**src/rtl/uart_transmit_fifo.sv**
```systemverilog
// UART transmitter with a small transmit FIFO. Frame format (data width,
// parity, stop bits) and bit timing are fixed by parameters. Words queued on
// the write side are sent back to back, LSB first, with no idle gap between
// frames while the FIFO holds data.
module uart_transmit_fifo #(
    parameter int ClockFreq  = 100_000_000,
    parameter int BaudRate   = 115_200,
    parameter int DataBits   = 8,
    parameter int ParityMode = 0,
    parameter int StopBits   = 1,
    parameter int FifoDepth  = 8
) (
    input  logic                       Clock,
    input  logic                       ResetN,
    input  logic [DataBits-1:0]        DataIn,
    input  logic                       DataInValid,
    output logic                       DataInReady,
    output logic                       SOut,
    output logic                       Busy,
    output logic [$clog2(FifoDepth):0] FifoCount
);

    localparam int SymbolEdgeTime = ClockFreq / BaudRate;
    localparam int CntW           = $clog2(SymbolEdgeTime);
    localparam int PtrW           = $clog2(FifoDepth);
    localparam int CountW         = PtrW + 1;
    localparam int BitW           = $clog2(DataBits);

    localparam logic [CntW-1:0]   LastTick  = CntW'(SymbolEdgeTime - 1);
    localparam logic [BitW-1:0]   LastData  = BitW'(DataBits - 1);
    localparam logic [BitW-1:0]   LastStop  = BitW'(StopBits - 1);
    localparam logic [CountW-1:0] FullCount = CountW'(FifoDepth);

    typedef enum logic [2:0] {
        IDLE,
        START,
        DATA,
        PARITY,
        STOP
    } state_t;

    // FIFO storage and bookkeeping
    logic [DataBits-1:0] r_mem [FifoDepth];
    logic [PtrW-1:0]     r_wr_ptr;
    logic [PtrW-1:0]     r_rd_ptr;
    logic [CountW-1:0]   r_count;

    // Transmit datapath
    state_t              r_state;
    logic [CntW-1:0]     r_baud_cnt;
    logic [BitW-1:0]     r_bit_cnt;
    logic [DataBits-1:0] r_shift;
    logic                r_parity;
    logic                r_sout;

    state_t              w_next_state;
    logic [DataBits-1:0] w_next_shift;
    logic                w_next_sout;
    logic                w_push;
    logic                w_pop;
    logic                w_tick;
    logic                w_not_empty;
    logic [DataBits-1:0] w_head;

    assign DataInReady = (r_count != FullCount);
    assign w_push      = DataInValid && DataInReady;
    assign w_not_empty = (r_count != '0);
    assign w_head      = r_mem[r_rd_ptr];
    assign w_tick      = (r_baud_cnt == LastTick);

    assign SOut      = r_sout;
    assign Busy      = (r_state != IDLE);
    assign FifoCount = r_count;

    // FIFO word storage, written on an accepted push
    // NOTE: storage is deliberately left out of reset; the pointers and count
    // define what is valid, so stale contents are never observed.
    always_ff @(posedge Clock) begin
        if (w_push) begin
            r_mem[r_wr_ptr] <= DataIn;
        end
    end

    // FIFO pointers and occupancy; a push and pop together leave the count alone
    always_ff @(posedge Clock or negedge ResetN) begin
        if (!ResetN) begin
            r_wr_ptr <= '0;
            r_rd_ptr <= '0;
            r_count  <= '0;
        end else begin
            if (w_push) begin
                r_wr_ptr <= r_wr_ptr + 1'b1;
            end
            if (w_pop) begin
                r_rd_ptr <= r_rd_ptr + 1'b1;
            end
            case ({w_push, w_pop})
                2'b10:   r_count <= r_count + 1'b1;
                2'b01:   r_count <= r_count - 1'b1;
                default: r_count <= r_count;
            endcase
        end
    end

    // Next-state logic; pops happen from IDLE or on the last stop-bit edge
    // NOTE: every output of this block gets a default first, so no path can
    // leave one unassigned and infer a latch.
    always_comb begin
        w_next_state = r_state;
        w_next_shift = r_shift;
        w_pop        = 1'b0;
        case (r_state)
            IDLE: begin
                if (w_not_empty) begin
                    w_pop        = 1'b1;
                    w_next_shift = w_head;
                    w_next_state = START;
                end
            end
            START: begin
                if (w_tick) begin
                    w_next_state = DATA;
                end
            end
            DATA: begin
                if (w_tick) begin
                    w_next_shift = r_shift >> 1;
                    if (r_bit_cnt == LastData) begin
                        w_next_state = (ParityMode != 0) ? PARITY : STOP;
                    end
                end
            end
            PARITY: begin
                if (w_tick) begin
                    w_next_state = STOP;
                end
            end
            STOP: begin
                if (w_tick && (r_bit_cnt == LastStop)) begin
                    if (w_not_empty) begin
                        w_pop        = 1'b1;
                        w_next_shift = w_head;
                        w_next_state = START;
                    end else begin
                        w_next_state = IDLE;
                    end
                end
            end
            default: w_next_state = IDLE;
        endcase
    end

    // Line level for the state being entered, so SOut can be a plain flop
    always_comb begin
        case (w_next_state)
            START:   w_next_sout = 1'b0;
            DATA:    w_next_sout = w_next_shift[0];
            PARITY:  w_next_sout = r_parity;
            default: w_next_sout = 1'b1;
        endcase
    end

    // State, bit timing, shift register and registered serial output
    // NOTE: non-blocking assignments throughout, so every flop samples the
    // values from before the edge regardless of statement order.
    always_ff @(posedge Clock or negedge ResetN) begin
        if (!ResetN) begin
            r_state    <= IDLE;
            r_baud_cnt <= '0;
            r_bit_cnt  <= '0;
            r_shift    <= '0;
            r_parity   <= 1'b0;
            r_sout     <= 1'b1;
        end else begin
            r_state <= w_next_state;
            r_shift <= w_next_shift;
            r_sout  <= w_next_sout;
            if (w_pop) begin
                r_parity <= (ParityMode == 2) ? ~(^w_head) : ^w_head;
            end
            if (w_pop || w_tick || (r_state == IDLE)) begin
                r_baud_cnt <= '0;
            end else begin
                r_baud_cnt <= r_baud_cnt + 1'b1;
            end
            if (w_pop || (w_next_state != r_state)) begin
                r_bit_cnt <= '0;
            end else if (w_tick) begin
                r_bit_cnt <= r_bit_cnt + 1'b1;
            end
        end
    end

endmodule

```
**config.mk**
```make
export PLATFORM = sky130hd
export DESIGN_NAME = uart_transmit_fifo
export DESIGN_NICKNAME = d
export VERILOG_FILES = /design/src/rtl/uart_transmit_fifo.sv
export SDC_FILE = /design/constraint.sdc
export NUM_CORES = 1
export LEC_CHECK = 0
export CAP_MARGIN = 30
export CELL_PAD_IN_SITES_DETAIL_PLACEMENT = 1
export CELL_PAD_IN_SITES_GLOBAL_PLACEMENT = 1
export CORE_UTILIZATION = 45
export DETAILED_ROUTE_END_ITERATION = 16
export PLACE_DENSITY = 0.68
export SETUP_SLACK_MARGIN = 0.4
export SYNTH_ARGS = -nofsm -noshare
export SYNTH_HDL_FRONTEND = slang
export SYNTH_SLANG_ARGS = --single-unit
```
**constraint.sdc**
```tcl
create_clock -name Clock -period 6.8 [get_ports Clock]
set_clock_uncertainty 0.2 [all_clocks]
set_input_delay 1.02 -clock Clock [delete_from_list [all_inputs] [get_ports Clock]]
set_output_delay 1.02 -clock Clock [all_outputs]
set_load 0.05 [all_outputs]
```
==> impl_metrics.csv, run 1 <==
group,metric,value,unit
finish,final_nets,316,
route,drtIter0Drc,50,
critical_path,ff2ff_path_depth,13,
job,cap_violations,0,
synthesis,synth_top_area_cell,"edfxtp_1",
critical_path,reg2reg_slack,2890,ps
route,drt-vias-per-instance,5.32,
global_route,grt_max_degree,37,
global_route,grt_util_all_layers,18.0,%
clock_tree,cts_num_sinks,100,
global_route,grt_pass1_vias,2456,
place,portBuffers,17,
synthesis,ys_seq_area_share,64.7,%
timing,fmax,256,MHz
synthesis,postSynthCellCount,275,
clock_tree,post_cts_buffers,0,
timing,slew_viol_final,0,
critical_path,crit_path_max_fanout,16,
clock_tree,cts_hold_buffers,0,
die,die_h,101,um
clock_tree,path_clk_slew,100,ps
synthesis,synthFlopType,"edfxtp_1",
finish,final_common_cell,"edfxtp_1",
timing,hold_viol_final,0,
synthesis,synth.distinct_cells,47,
timing,tns,0,ps
min_path,worstHoldStart,"r_parity",
clock_tree,cts_tree,"done",
global_route,grt-ovfl-total,0,
global_route,grt_pass1_wl,13100,um
finish,area_growth,11.3,%
die,start_util,46.8,%
die,die_w,101,um
status,status,"completed",
critical_path,arrival,3960,ps
timing,rsz0062_at_grt,"no",
critical_path,crit_slowest_cell,"or3b_1",
die,ios,18,
die,core,9330,um2
synthesis,syn_area_per_cell,15.9,um2
min_path,hold_end,"r_parity",
finish,layout_common_cells,"edfxtp_1 (64), dfrtp_1 (35), nor2_1 (29)",
critical_path,worstReg2RegStart,"r_baud_cnt[0]",
timing,finalCriticalPeriod,3910,ps
power_and_ir_drop,vdd_drop_max,0.159,mV
critical_path,crit_path_start_kind,"register",
route,drtPass1Iterations,4,
critical_path,endpoint_kind,"register",
timing,period_share,57.5,%
clock_tree,clk_path_buf_depth,2,
critical_path,worstPathCellList,"ha_1, nor4b_2, nand4_1, or3b_1, a21o_1, clkinv_2, ha_1, xor2_1, ha_1, a21oi_1, xor2_1, nor2_1, xor2_1",
synthesis,synthTopCellsByArea,"edfxtp_1 (44%), dfrtp_1 (20%), mux4_2 (5.2%)",
clock_tree,h-tree-depth,3,
route,detailroute.via_count,2287,
timing,setup_viol,0,
synthesis,ys_async_sr_fraction,36.0,%
finish,fin_util,52.1,%
min_path,hold_depth,2,
clock_tree,cts_buffers,9,
power_and_ir_drop,p_per_area,416,nW/um2
timing,tightest_slew,996,ps
min_path,hold_path.class,"register to register",
synthesis,yosysTopAreaCellShare,44.0,%
die,die-area,10100,um2
power_and_ir_drop,leakagePower,1.82,nW
route,antenna_left,0,
finish,diodes,0,
die,num_rows,35,
synthesis,synth_edf_count,64,
place,gp_congestion,0.754,
route,drt-total-wl,7810,um
critical_path,r2r_end,"FifoCount[2]",
finish,drive_above_1_share,15.3,%
route,routedWlPerCell,18.2,um
synthesis,synthesis.nets,295,
critical_path,required,6850,ps
critical_path,crit_buf_inv,1,
critical_path,cp_slowest_stage_delay,560,ps
synthesis,syn-cell-area,4370,um2
critical_path,critical_path_class,"register to register",
global_route,antenna_found_initial,0,
route,drcViolationCount,0,
place,dpl.hpwl,5330,um
timing,maxSlewHeadroom,33.4,%
clock_tree,cts_root_buf,"clkbuf_8",
clock_tree,cts_resized,0,
clock_tree,clk_latency,370,ps
critical_path,cp_top_family,"simple AND/OR/NAND/NOR gates",
synthesis,synth-seq-cells,100,
synthesis,yosys_warnings,0,
-- state kept, by name, summed over array words and instances, names as in the netlist --
signal,flops
r_shift,8
r_parity,1
r_mem,64
SOut,1
FifoCount,4
r_baud_cnt,10
r_rd_ptr,3
r_wr_ptr,3
r_bit_cnt,3
r_state,3
-- how the worst max path moves through the flow --
stage | slack [ps] | depth (start not counted) | from | endpoint
CTS | 2820 | 13 | r_baud_cnt[0] | FifoCount[2]
floorplan | 3670 | 6 | FifoCount[1] | r_mem[0][0]
global placement | 2990 | 13 | r_baud_cnt[0] | FifoCount[2]
global route | 2460 | 13 | r_baud_cnt[0] | FifoCount[2]
finish | 2890 | 13 | r_baud_cnt[0] | FifoCount[2]
detailed placement | 2840 | 13 | r_baud_cnt[0] | FifoCount[3]
-- cell usage after synthesis (all sizes together) (3+ instances only) --
cell type  count
dfrtp         35
a221o          7
nand3          6
nand2         16
clkbuf         4
and3           3
nand2b         4
mux4          16
buf            6
xnor2         14
inv            3
ha             9
edfxtp        64
mux2i         11
nand4          4
nor2          30
o21ai          4
nor3           4
mux2           3
xor2          10
-- logic make-up after synthesis --
group	Yosys count	share of synthesized area, %
buffers and inverters	14	1.89
multiplexers	30	12.9
adder cells (fa/ha/maj)	9	2.58
flip-flops	100	64.7
AND/OR/NAND/NOR	76	8.65
AO/OA/AOI/OAI	22	4.13
XOR/XNOR	24	5.16
-- power breakdown --
part / internal (mW) / switching (mW) / leakage [nW] / total (mW)
sequential: 0.783 / 0.132 / 1.03 / 0.916
clock: 0.142 / 0.222 / 0.0943 / 0.364
combinational: 0.379 / 0.362 / 0.689 / 0.741
-- metrics by stage --
step	hold WS (ps)	setup slack, ps	power (mW)	instance area [um2]	cells
after global placement	264	2990	1.64	4640	413
after global routing	323	2460	2.15	4860	430
final	298	2890	2.02	4860	430
after detailed placement	279	2840	1.69	4670	414
after floorplan	247	3670	1.50	4370	275
after CTS	304	2820	2.05	4860	430
-- final cells by class --
class	count	area [um2]
fill	880	4470
inverter	4	16.3
clock inverter	7	65.1
multi-input combinational	161	1460
tap	129	161
sequential	100	2820
clock buffer	9	124
timing repair buffer	20	208
-- layer usage --
metal  up-vias  GRT usage (%)  share of wire, %
met5         -              0                 0
met4         0           6.35               1.5
met3        10           3.74               1.8
met2        21           31.8                52
met1      1175           21.9                45
li1       1081              -                 -
-- worst reg2reg max path: stages (launching register included) --
cell and delay, ps:
dfrtp_1 410, ha_1 270, nor4b_2 230, nand4_1 510, or3b_1 560, a21o_1 380
clkinv_2 180, ha_1 280, xor2_1 110, ha_1 190, a21oi_1 140, xor2_1 160
nor2_1 60, xor2_1 140
(Power assumes the default switching activity.)
==> inputs of run 2 (changes only) <==
==> constraint.sdc (replaced) <==
create_clock -name Clock -period 3.8 [get_ports Clock]
set_clock_uncertainty 0.2 [all_clocks]
set_input_delay 0.57 -clock Clock [delete_from_list [all_inputs] [get_ports Clock]]
set_output_delay 0.57 -clock Clock [all_outputs]
set_load 0.05 [all_outputs]
==> impl_metrics.csv, run 2 (same netlist as run 1, synthesis figures left out) <==
group,metric,value,unit
finish,final_common_cell,"edfxtp_1",
finish,reg_top3,"r_mem x64, r_baud_cnt x10, r_shift x8",
clock_tree,path_clk_slew,110,ps
finish,drive_above_1_share,17.5,%
timing,period_share,82.7,%
die,die_h,101,um
timing,setup_slack,658,ps
die,die_w,101,um
timing,fmax,318,MHz
global_route,grt-ovfl-total,0,
critical_path,crit_buf_inv,1,
timing,slew_viol_final,0,
timing,whs,77.3,ps
power_and_ir_drop,p_per_area,743,nW/um2
timing,tns,0,ps
clock_tree,h-tree-depth,3,
place,gp_congestion,0.712,
critical_path,worstPathCellList,"ha_1, nor4b_2, nand4_1, or3b_1, a21o_1, clkinv_2, ha_1, xor2_1, ha_1, a21oi_1, xor2_1, nor2_1, xor2_1",
finish,top_register,"r_mem",
critical_path,worstReg2RegStart,"r_baud_cnt[0]",
route,drtIter0Drc,55,
clock_tree,cts_tree,"done",
min_path,hold_path.class,"primary input to asynchronous set/reset pin",
route,drtPass1Iterations,4,
clock_tree,cts_resized,0,
global_route,antenna_found_initial,0,
global_route,grt_pass1_vias,2517,
route,drt-vias-per-instance,5.37,
timing,rsz0062_at_grt,"no",
critical_path,crit_path_start_kind,"register",
clock_tree,cts_hold_buffers,0,
clock_tree,clk_latency,370,ps
critical_path,arrival,3190,ps
clock_tree,post_cts_buffers,0,
finish,diodes,0,
finish,area_growth,12.5,%
route,drcViolationCount,0,
critical_path,cp_top_family,"simple AND/OR/NAND/NOR gates",
die,core,9330,um2
global_route,grt_pass1_wl,13300,um
die,ios,18,
timing,maxSlewHeadroom,45.5,%
global_route,grt_max_degree,37,
place,portBuffers,17,
critical_path,critPathLaunch,"r_baud_cnt[0]",
critical_path,endpoint_kind,"register",
status,status,"completed",
finish,seqCellArea,2820,um2
finish,layout_common_cells,"edfxtp_1 (64), dfrtp_1 (35), nor2_1 (29)",
clock_tree,cts_num_sinks,100,
clock_tree,cts_root_buf,"clkbuf_8",
timing,finalCriticalPeriod,3140,ps
job,cap_violations,0,
route,antenna_left,0,
critical_path,crit_slowest_cell,"or3b_1",
place,dp_worst_setup_slack,663,ps
timing,tightest_slew,818,ps
clock_tree,cts_buffers,9,
timing,hold_viol_final,0,
finish,largest_register_ffs,64,
place,dpl.cell_count,421,
finish,final_nets,324,
route,routedWlPerCell,18.5,um
critical_path,required,3850,ps
critical_path,critical_path_class,"register to register",
finish,stdcell_count,438,
critical_path,cp_slowest_stage_delay,410,ps
place,dpl.hpwl,5400,um
power_and_ir_drop,leakagePower,1.86,nW
finish,multi_input_area,1460,um2
timing,setup_viol,0,
critical_path,crit_path_max_fanout,5,
die,num_rows,35,
power_and_ir_drop,vdd_drop_max,0.319,mV
clock_tree,clk_path_buf_depth,2,
global_route,grt_util_all_layers,18.0,%
die,start_util,46.8,%
route,drt-total-wl,8080,um
die,die-area,10100,um2
finish,fillers,901,
route,detailroute.via_count,2352,
[run 2: per-stage QoR]
stage	area [um2]	total power, mW	util, %
finish	4910	3.65	52.7
detailed placement	4700	3.03	50.4
floorplan	4370	2.69	-
global route	4910	3.86	52.7
global placement	4700	2.98	50.4
CTS	4910	3.70	52.6
[run 2: final cells by class]
type | count | area share [%]
clock inverter | 7 | 1.63
sequential | 100 | 57.5
tap | 129 | 3.28
inverter | 4 | 0.331
timing repair buffer | 28 | 5.04
clock buffer | 9 | 2.52
multi-input combinational | 161 | 29.7
[run 2: path summary, 6_finish.rpt]
check / slack, ps / end / cells after the start
max: 660 / FifoCount[2] / 13
min: 80 / r_baud_cnt[6] / 1
max reg2reg: 660 / FifoCount[2] / 13
min reg2reg: 290 / r_baud_cnt[0] / 1
max in group asynchronous: 2800 / r_bit_cnt[1] / 1
min in group Clock: 290 / r_baud_cnt[0] / 1
[run 2: power breakdown]
group          internal [mW]  switching (mW)
Combinational          0.673           0.686
Clock                  0.262           0.414
Sequential              1.40           0.217
Total                   2.34            1.32
[run 2: worst reg2reg max path, stage by stage (launching register included)]
cell	delay [ps]
dfrtp_1	400
ha_1	270
nor4b_2	250
nand4_1	140
or3b_1	410
a21o_1	210
clkinv_2	90
ha_1	260
xor2_1	100
ha_1	180
a21oi_1	140
xor2_1	160
nor2_1	70
xor2_1	140
[run 2: layer usage]
metal,GRT usage [%],wire length [um],vias up
met4,5.69,168,0
li1,-,-,1095
met3,4.72,281,11
met2,30.1,4060,44
met1,23.0,3570,1202
met5,0,0,-
==> inputs of run 3 (changes only) <==
--- a/config.mk
+++ b/config.mk
@@ -10,7 +10,7 @@
 export CELL_PAD_IN_SITES_GLOBAL_PLACEMENT = 1
 export CORE_UTILIZATION = 45
 export DETAILED_ROUTE_END_ITERATION = 16
-export PLACE_DENSITY = 0.68
+export PLACE_DENSITY = 0.7
 export SETUP_SLACK_MARGIN = 0.4
 export SYNTH_ARGS = -nofsm -noshare
 export SYNTH_HDL_FRONTEND = slang
==> constraint.sdc (replaced) <==
create_clock -name Clock -period 2.6 [get_ports Clock]
set_clock_uncertainty 0.2 [all_clocks]
set_input_delay 0.39 -clock Clock [delete_from_list [all_inputs] [get_ports Clock]]
set_output_delay 0.39 -clock Clock [all_outputs]
set_load 0.05 [all_outputs]
==> impl_metrics.csv, run 3 (same netlist as run 1, synthesis figures left out) <==
group,metric,value,unit
critical_path,crit_path_max_fanout,4,
place,portBuffers,17,
finish,diodes,0,
power_and_ir_drop,power.clock.fraction,16.4,%
route,detailroute.via_count,2533,
timing,tightest_slew,819,ps
die,core,9330,um2
finish,seqCellArea,2830,um2
finish,drive_above_1_share,43.2,%
critical_path,arrival,2840,ps
timing,hold_viol_final,0,
timing,period_share,107,%
global_route,grt-ovfl-total,0,
place,postPlaceCellArea,4990,um2
status,status,"finished, violations left",
finish,largest_register_ffs,64,
finish,final_common_cell,"edfxtp_1",
status,violations,"setup timing",
place,dp_worst_setup_slack,-247,ps
die,ios,18,
finish,final_nets,369,
power_and_ir_drop,leakagePower,2.19,nW
clock_tree,cts_root_buf,"clkbuf_8",
critical_path,critical_path_class,"register to register",
die,start_util,46.8,%
die,die_w,101,um
power_and_ir_drop,p_int,3.92,mW
min_path,hold_path.class,"register to register",
finish,fin_area,5740,um2
critical_path,reg2reg_slack,-190,ps
min_path,worstHoldStart,"r_parity",
place,dpl.cell_count,440,
power_and_ir_drop,combPwrFrac,46.8,%
die,die_h,101,um
power_and_ir_drop,vdd_drop_max,0.449,mV
timing,setup_viol,21,
finish,reg_top3,"r_mem x64, r_baud_cnt x10, r_shift x8",
finish,top_register,"r_mem",
finish,multi_input_area,1850,um2
route,routedWlPerCell,20.2,um
timing,finalCriticalPeriod,2790,ps
global_route,grt_pass1_wl,14900,um
finish,fillers,847,
power_and_ir_drop,swShare,36.9,%
power_and_ir_drop,total_power,6.20,mW
route,antenna_left,0,
die,die-area,10100,um2
clock_tree,cts_tree,"done",
timing,maxSlewHeadroom,45.4,%
critical_path,ff2ff_path_depth,13,
critical_path,crit_slowest_cell,"dfrtp_1",
global_route,grt_max_degree,37,
route,drtPass1Iterations,4,
place,dpl.hpwl,5820,um
min_path,hold_end,"SOut",
clock_tree,path_clk_slew,110,ps
finish,fin_util,61.6,%
critical_path,endpoint_kind,"register",
critical_path,r2r_end,"FifoCount[2]",
clock_tree,clk_path_buf_depth,2,
route,drt-vias-per-instance,5.24,
power_and_ir_drop,p_seq_share,36.8,%
die,num_rows,35,
timing,fmax,358,MHz
timing,whs,317,ps
critical_path,required,2650,ps
timing,tns,-1850,ps
timing,setup_slack,-195,ps
clock_tree,cts_buffers,9,
power_and_ir_drop,p_per_area,1080,nW/um2
route,drt-total-wl,9740,um
global_route,grt_util_all_layers,20.2,%
clock_tree,h-tree-depth,3,
min_path,hold_depth,2,
clock_tree,clk_latency,370,ps
timing,rsz0062_at_grt,"yes",
critical_path,cp_slowest_stage_delay,440,ps
global_route,antenna_found_initial,0,
critical_path,worstPathCellList,"ha_4, nor4b_4, nand4_1, or3b_1, a21o_1, clkinv_4, ha_4, xor2_2, ha_2, a21oi_2, xor2_1, nor2_1, xor2_1",
place,gp_congestion,0.721,
route,drtIter0Drc,83,
power_and_ir_drop,switchingPower,2.29,mW
global_route,grt_pass1_vias,2781,
job,cap_violations,0,
critical_path,worstReg2RegStart,"r_baud_cnt[0]",
finish,layout_common_cells,"edfxtp_1 (64), buf_4 (38), dfrtp_1 (31)",
timing,slew_viol_final,0,
clock_tree,cts_num_sinks,100,
route,drcViolationCount,0,
critical_path,crit_path_start_kind,"register",
finish,stdcell_count,483,
finish,area_growth,31.5,%
==> run 3: worst max path at each step <==
stage / start / endpoint
floorplan: r_baud_cnt[0] / FifoCount[3]
global placement: r_baud_cnt[1] / FifoCount[3]
global route: r_baud_cnt[0] / FifoCount[2]
CTS: r_baud_cnt[0] / FifoCount[2]
finish: r_baud_cnt[0] / FifoCount[2]
detailed placement: r_baud_cnt[1] / FifoCount[2]
==> run 3: power groups by stage <==
stage	combinational, mW	clock [mW]	sequential [mW]
4_1_cts	2.73	1.05	2.27
3_3_place_gp	2.36	0	2.28
2_1_floorplan	1.68	0	2.39
5_1_grt	3.12	1.11	2.32
3_5_place_dp	2.43	0	2.30
6_report	2.90	1.02	2.28
==> run 3: layout make-up <==
| cell class | instances | share of cell area [%] |
|---|---|---|
| clock inverter | 7 | 1.55 |
| timing repair buffer | 72 | 11.7 |
| multi-input combinational | 162 | 32.1 |
| clock buffer | 9 | 2.16 |
| inverter | 4 | 0.349 |
| tap | 129 | 2.81 |
| sequential | 100 | 49.3 |
==> run 3: per-layer routing <==
layer | track usage, % | up-vias | part of all wire, %
li1 | - | 1184 | -
met1 | 23.9 | 1291 | 40
met2 | 36.6 | 46 | 55
met3 | 4.65 | 12 | 3.0
met4 | 6.47 | 0 | 2.0
met5 | 0 | - | 0
==> run 3: timing repair <==
item                       CTS  global route
setup endpoints to repair   24            35
setup buffers               14            11
gates resized for setup     54            33
hold buffers                 1             0
cloned                       0             1
pin swaps                   31            12
hold endpoints to repair    35             0
==> run 3: critical path: cells and delay by family, from the launching register on <==
family	cells	cell delay, ps
AND/OR/NAND/NOR	4	760
adder cells (fa/ha/maj)	3	500
flip-flops	1	440
XOR/XNOR	3	370
AO/OA/AOI/OAI	2	320
buffers and inverters	1	80
==> RTL change 1: new RTL, config.mk and constraints of run 3 <==
Register the output `FifoCount` once more, cleared by the reset; this adds one clock of latency there. The other outputs are not delayed to match.
--- a/src/rtl/uart_transmit_fifo.sv
+++ b/src/rtl/uart_transmit_fifo.sv
@@ -72,3 +72,9 @@
     assign Busy      = (r_state != IDLE);
-    assign FifoCount = r_count;
+    always_ff @(posedge Clock or negedge ResetN) begin
+        if (!ResetN) begin
+            FifoCount <= '0;
+        end else begin
+            FifoCount <= r_count;
+        end
+    end
 
Behaviour: not the same (a bounded check fails within 4 cycles, from zero or initial values and one cycle with ResetN low).
==> RTL change 1 against run 3 <==
  * Wire length is 0.78% lower
  * Sequential cell count rose by 4
  * Worst setup slack gained 0.21 ns
  * Highest routed layer unchanged
  * Area after synthesis increased by 0.63%
  * Cell area down 3.1%
  * Critical path depth is 6 lower
  * Die area grew 0.62%
  * Largest cell class unchanged
Power is not compared: it rests on default switching activity, and its combinational part moved more than twofold at a synthesized area within 25%.
==> RTL change 1: results (changes against run 3) <==
seq_power_mw: 2.12
ys_types: 45  # -4.3%
nets: 374  # +1.4%
seqCellArea_mm2: 0.002929  # +3.5%
track_usage_pct: 20.57  # +0.34 points
outcome: "complete, no violations"
grt_max_degree: 41  # +11%
cts_resized: 31  # -43%
drive_gt1_share_pct: 35.65  # -7.6 points
critPathCapture: "SOut"
drt-initial-drc-count: 75  # -9.6%
io_buffers: 17  # unchanged
busiest_layer: "met2"
stdcell_count: 488  # +1.0%
inv_count: 7  # +3
wl_met3_um: 303  # +4.8%
final-nonclk-buf-share_pct: 9.733  # -2.0 points
place_area_mm2: 0.004985  # about the same
r2r-start: "r_baud_cnt[1]"
grt_pass1_vias: 2806  # +0.90%
insertedDiodeCount: 0  # unchanged
placedCellCount: 455  # +3.4%
vias: 2615  # +3.2%
grt_pass1_wl_mm: 15.03  # +0.93%
nFillCells: 886  # +4.6%
ff2ff_setup_slack_ns: 0.01  # +0.21 ns
finalWeightedCongestion: 0.7307  # +1.3%
synthArstFlopShare_pct: 38.46  # +2.5 points
grt_util_met2_pct: 34.93  # -1.6 points
cpLargestDelayFamily: "simple AND/OR/NAND/NOR gates"
wl_met2_mm: 4.998  # -6.4%
wl_mm: 9.664  # -0.78%
crit_path_max_fanout: 2  # -2
synth_seq_area_share_pct: 66.54  # +1.9 points
multi_input_cells: 170  # +4.9%
crit_slowest_cell: "or4b_4"
grt_use_met3_pct: 4.508  # -0.14 points
multi_input_area_share_pct: 30.21  # -1.9 points
cts_setup_buffers: 8  # -6
hp-start: "r_count[3]"
rr_worst_depth: 7  # -6
wl_met1_mm: 4.212  # +7.6%
min_to: "FifoCount[3]"
yosys-top-cells-area: "edfxtp_1, dfrtp_1, mux4_2"
synth_commonest_cells: "edfxtp_1, dfrtp_1, nand2_1, nor2_1, xnor2_1"
cts.path.max_buffers: 2  # unchanged
use_met1_pct: 26.18  # +2.3 points
hpwlAfterDp_mm: 6.251  # +7.4%
slowest_delay_ns: 0.46  # +0.02 ns
avgSynthCellArea_um2: 15.20  # -4.2%
nFlopsAndLatches: 104  # +4.0%
whs_path_depth: 0  # -2
signal_buffers: 62  # -14%
clk_share_pct: 3.866  # +0.16 points
slew-limit-headroom_pct: 40.23  # -5.2 points
hp-class: "reg -> reg"
n_tap_cell: 129  # unchanged
synth.net_count: 309  # +4.7%
==> RTL change 1: cell types whose count changed after synthesis, moves of 3 or more <==
cell / change
xor2_1: -4
dfrtp_1: +4
inv_1: +4
a21oi_1: +4
mux2i_4: -3
mux4_2: +6
buf_2: -3
mux4_1: -6
nand2_1: +11
xnor2_1: +5
o21ai_0: +3
==> RTL change 1: per-stage QoR <==
step	hold slack [ns]	setup WS (ns)	utilization (%)
after floorplan	-0.1056	-0.2805	-
after global placement	0.2603	0.02962	53.44
after detailed placement	0.2538	-0.05804	53.44
after CTS	0.2822	0.02147	57.89
after global routing	0.2907	-0.08717	59.68
final	0.2762	0.01355	59.68
==> RTL change 1: kinds of logic after synthesis <==
| kind of cell | synth area share, % |
|---|---|
| fa+ha+maj | 2.563 |
| flops | 66.54 |
| xor+xnor | 4.584 |
| mux | 10.79 |
| simple gates | 9.368 |
| compound gates | 4.670 |
| buf+inv | 1.481 |
==> RTL change 2: new RTL, flow settings as in run 3 <==
Made on the original files. `FifoDepth`: 8 -> 16.
--- a/src/rtl/uart_transmit_fifo.sv
+++ b/src/rtl/uart_transmit_fifo.sv
@@ -10,3 +10,3 @@
     parameter int StopBits   = 1,
-    parameter int FifoDepth  = 8
+    parameter int FifoDepth  = 16
 ) (
Ports: changed (resized FifoCount); port bits go from 18 to 19. No check against the original RTL was run, so the function may have changed too.
==> RTL change 2 against run 3 <==
  * The run still ends with setup timing left
  * Critical endpoint is now FifoCount[4]
  * Area after synthesis is 62% higher
  * Combinational power is 59% lower
  * Sequential power is 46% higher
  * Die area is 60% higher
  * Sequential cell count is 67 higher
  * Worst setup slack worse by 0.36 ns
  * Critical path depth is 2 higher
  * Wire length is 68% higher
  * Cell area is 61% higher
  * Power is 14% higher
==> RTL change 2: results (changes against run 3) <==
outcome: "finished with violations"
violations: "setup timing"
clk-power_mw: 2.56  # +150%
cts.clk_slew.worst_paths_ns: 0.07  # -0.04 ns
p_comb_mw: 1.19  # -59%
synth_mux_area_share_pct: 10.51  # -2.4 points
whs_path_depth: 1  # -1
cts_resized: 38  # -30%
ys_types: 51  # +8.5%
io_buffers: 18  # +1
finalSetupViolCount: 14  # -33%
wl_per_cell_um: 21.53  # +6.8%
drt-initial-drc-count: 238  # +190%
synth_edf_count: 128  # +100%
h-tree-depth: 4  # +1
setup_slack_ns: -0.5525  # -0.3576 ns
swShare_pct: 28.49  # -8.4 points
peakVddDrop_v: 0.0007840  # +74%
synth.net_count: 456  # +55%
grt_pass1_vias: 4515  # +62%
finalWeightedCongestion: 0.7539  # +4.6%
crit_arrival_ns: 3.31  # +0.47 ns
grt_pass1_wl_mm: 24.95  # +68%
synth_fa_ha_area_share_pct: 2.304  # -0.27 points
root_buffer: "clkbuf_16"
cellLeakagePower_nw: 3.438  # +57%
vias: 4106  # +62%
grt_max_degree: 27  # -27%
slowest_delay_ns: 0.47  # +0.03 ns
via_per_inst: 5.403  # +3.0%
min_to: "r_shift[3]"
hpwlAfterDp_mm: 10.30  # +77%
yosys-top-cells-area: "edfxtp_1, dfrtp_1, mux4_2"
worst_pin_slew_ns: 0.6735  # -0.1454 ns
nets: 560  # +52%
placedCellCount: 698  # +59%
cts_setup_buffers: 6  # -8
-- RTL change 2: per-layer routing --
layer | global-route usage, % | vias up | part of all wire (%)
li1 | - | 1865 | -
met1 | 25.82 | 2165 | 41
met2 | 37.85 | 58 | 54
met3 | 3.894 | 18 | 3.0
met4 | 8.964 | 0 | 1.4
met5 | 0 | - | 0
-- RTL change 2: through the flow --
step | setup TNS, ns | worst slack (ns) | area, µm²
after detailed placement | -1.805 | -0.5279 | 7994
after floorplan | -2.209 | -0.7725 | 7263
after global routing | -4.028 | -0.7550 | 9249
after CTS | -1.766 | -0.5465 | 8753
final | -2.304 | -0.5525 | 9249
after global placement | -1.260 | -0.4398 | 7994
-- RTL change 2: cell type report --
type	instances	area (µm²)
clock buffers	19	432.9
clock inverters	13	156.4
fillers	1357	6010
inverters	9	41.29
multi-input cells	237	2546
flip-flops and latches	167	4828
well taps	211	264.0
repair buffers	104	979.7
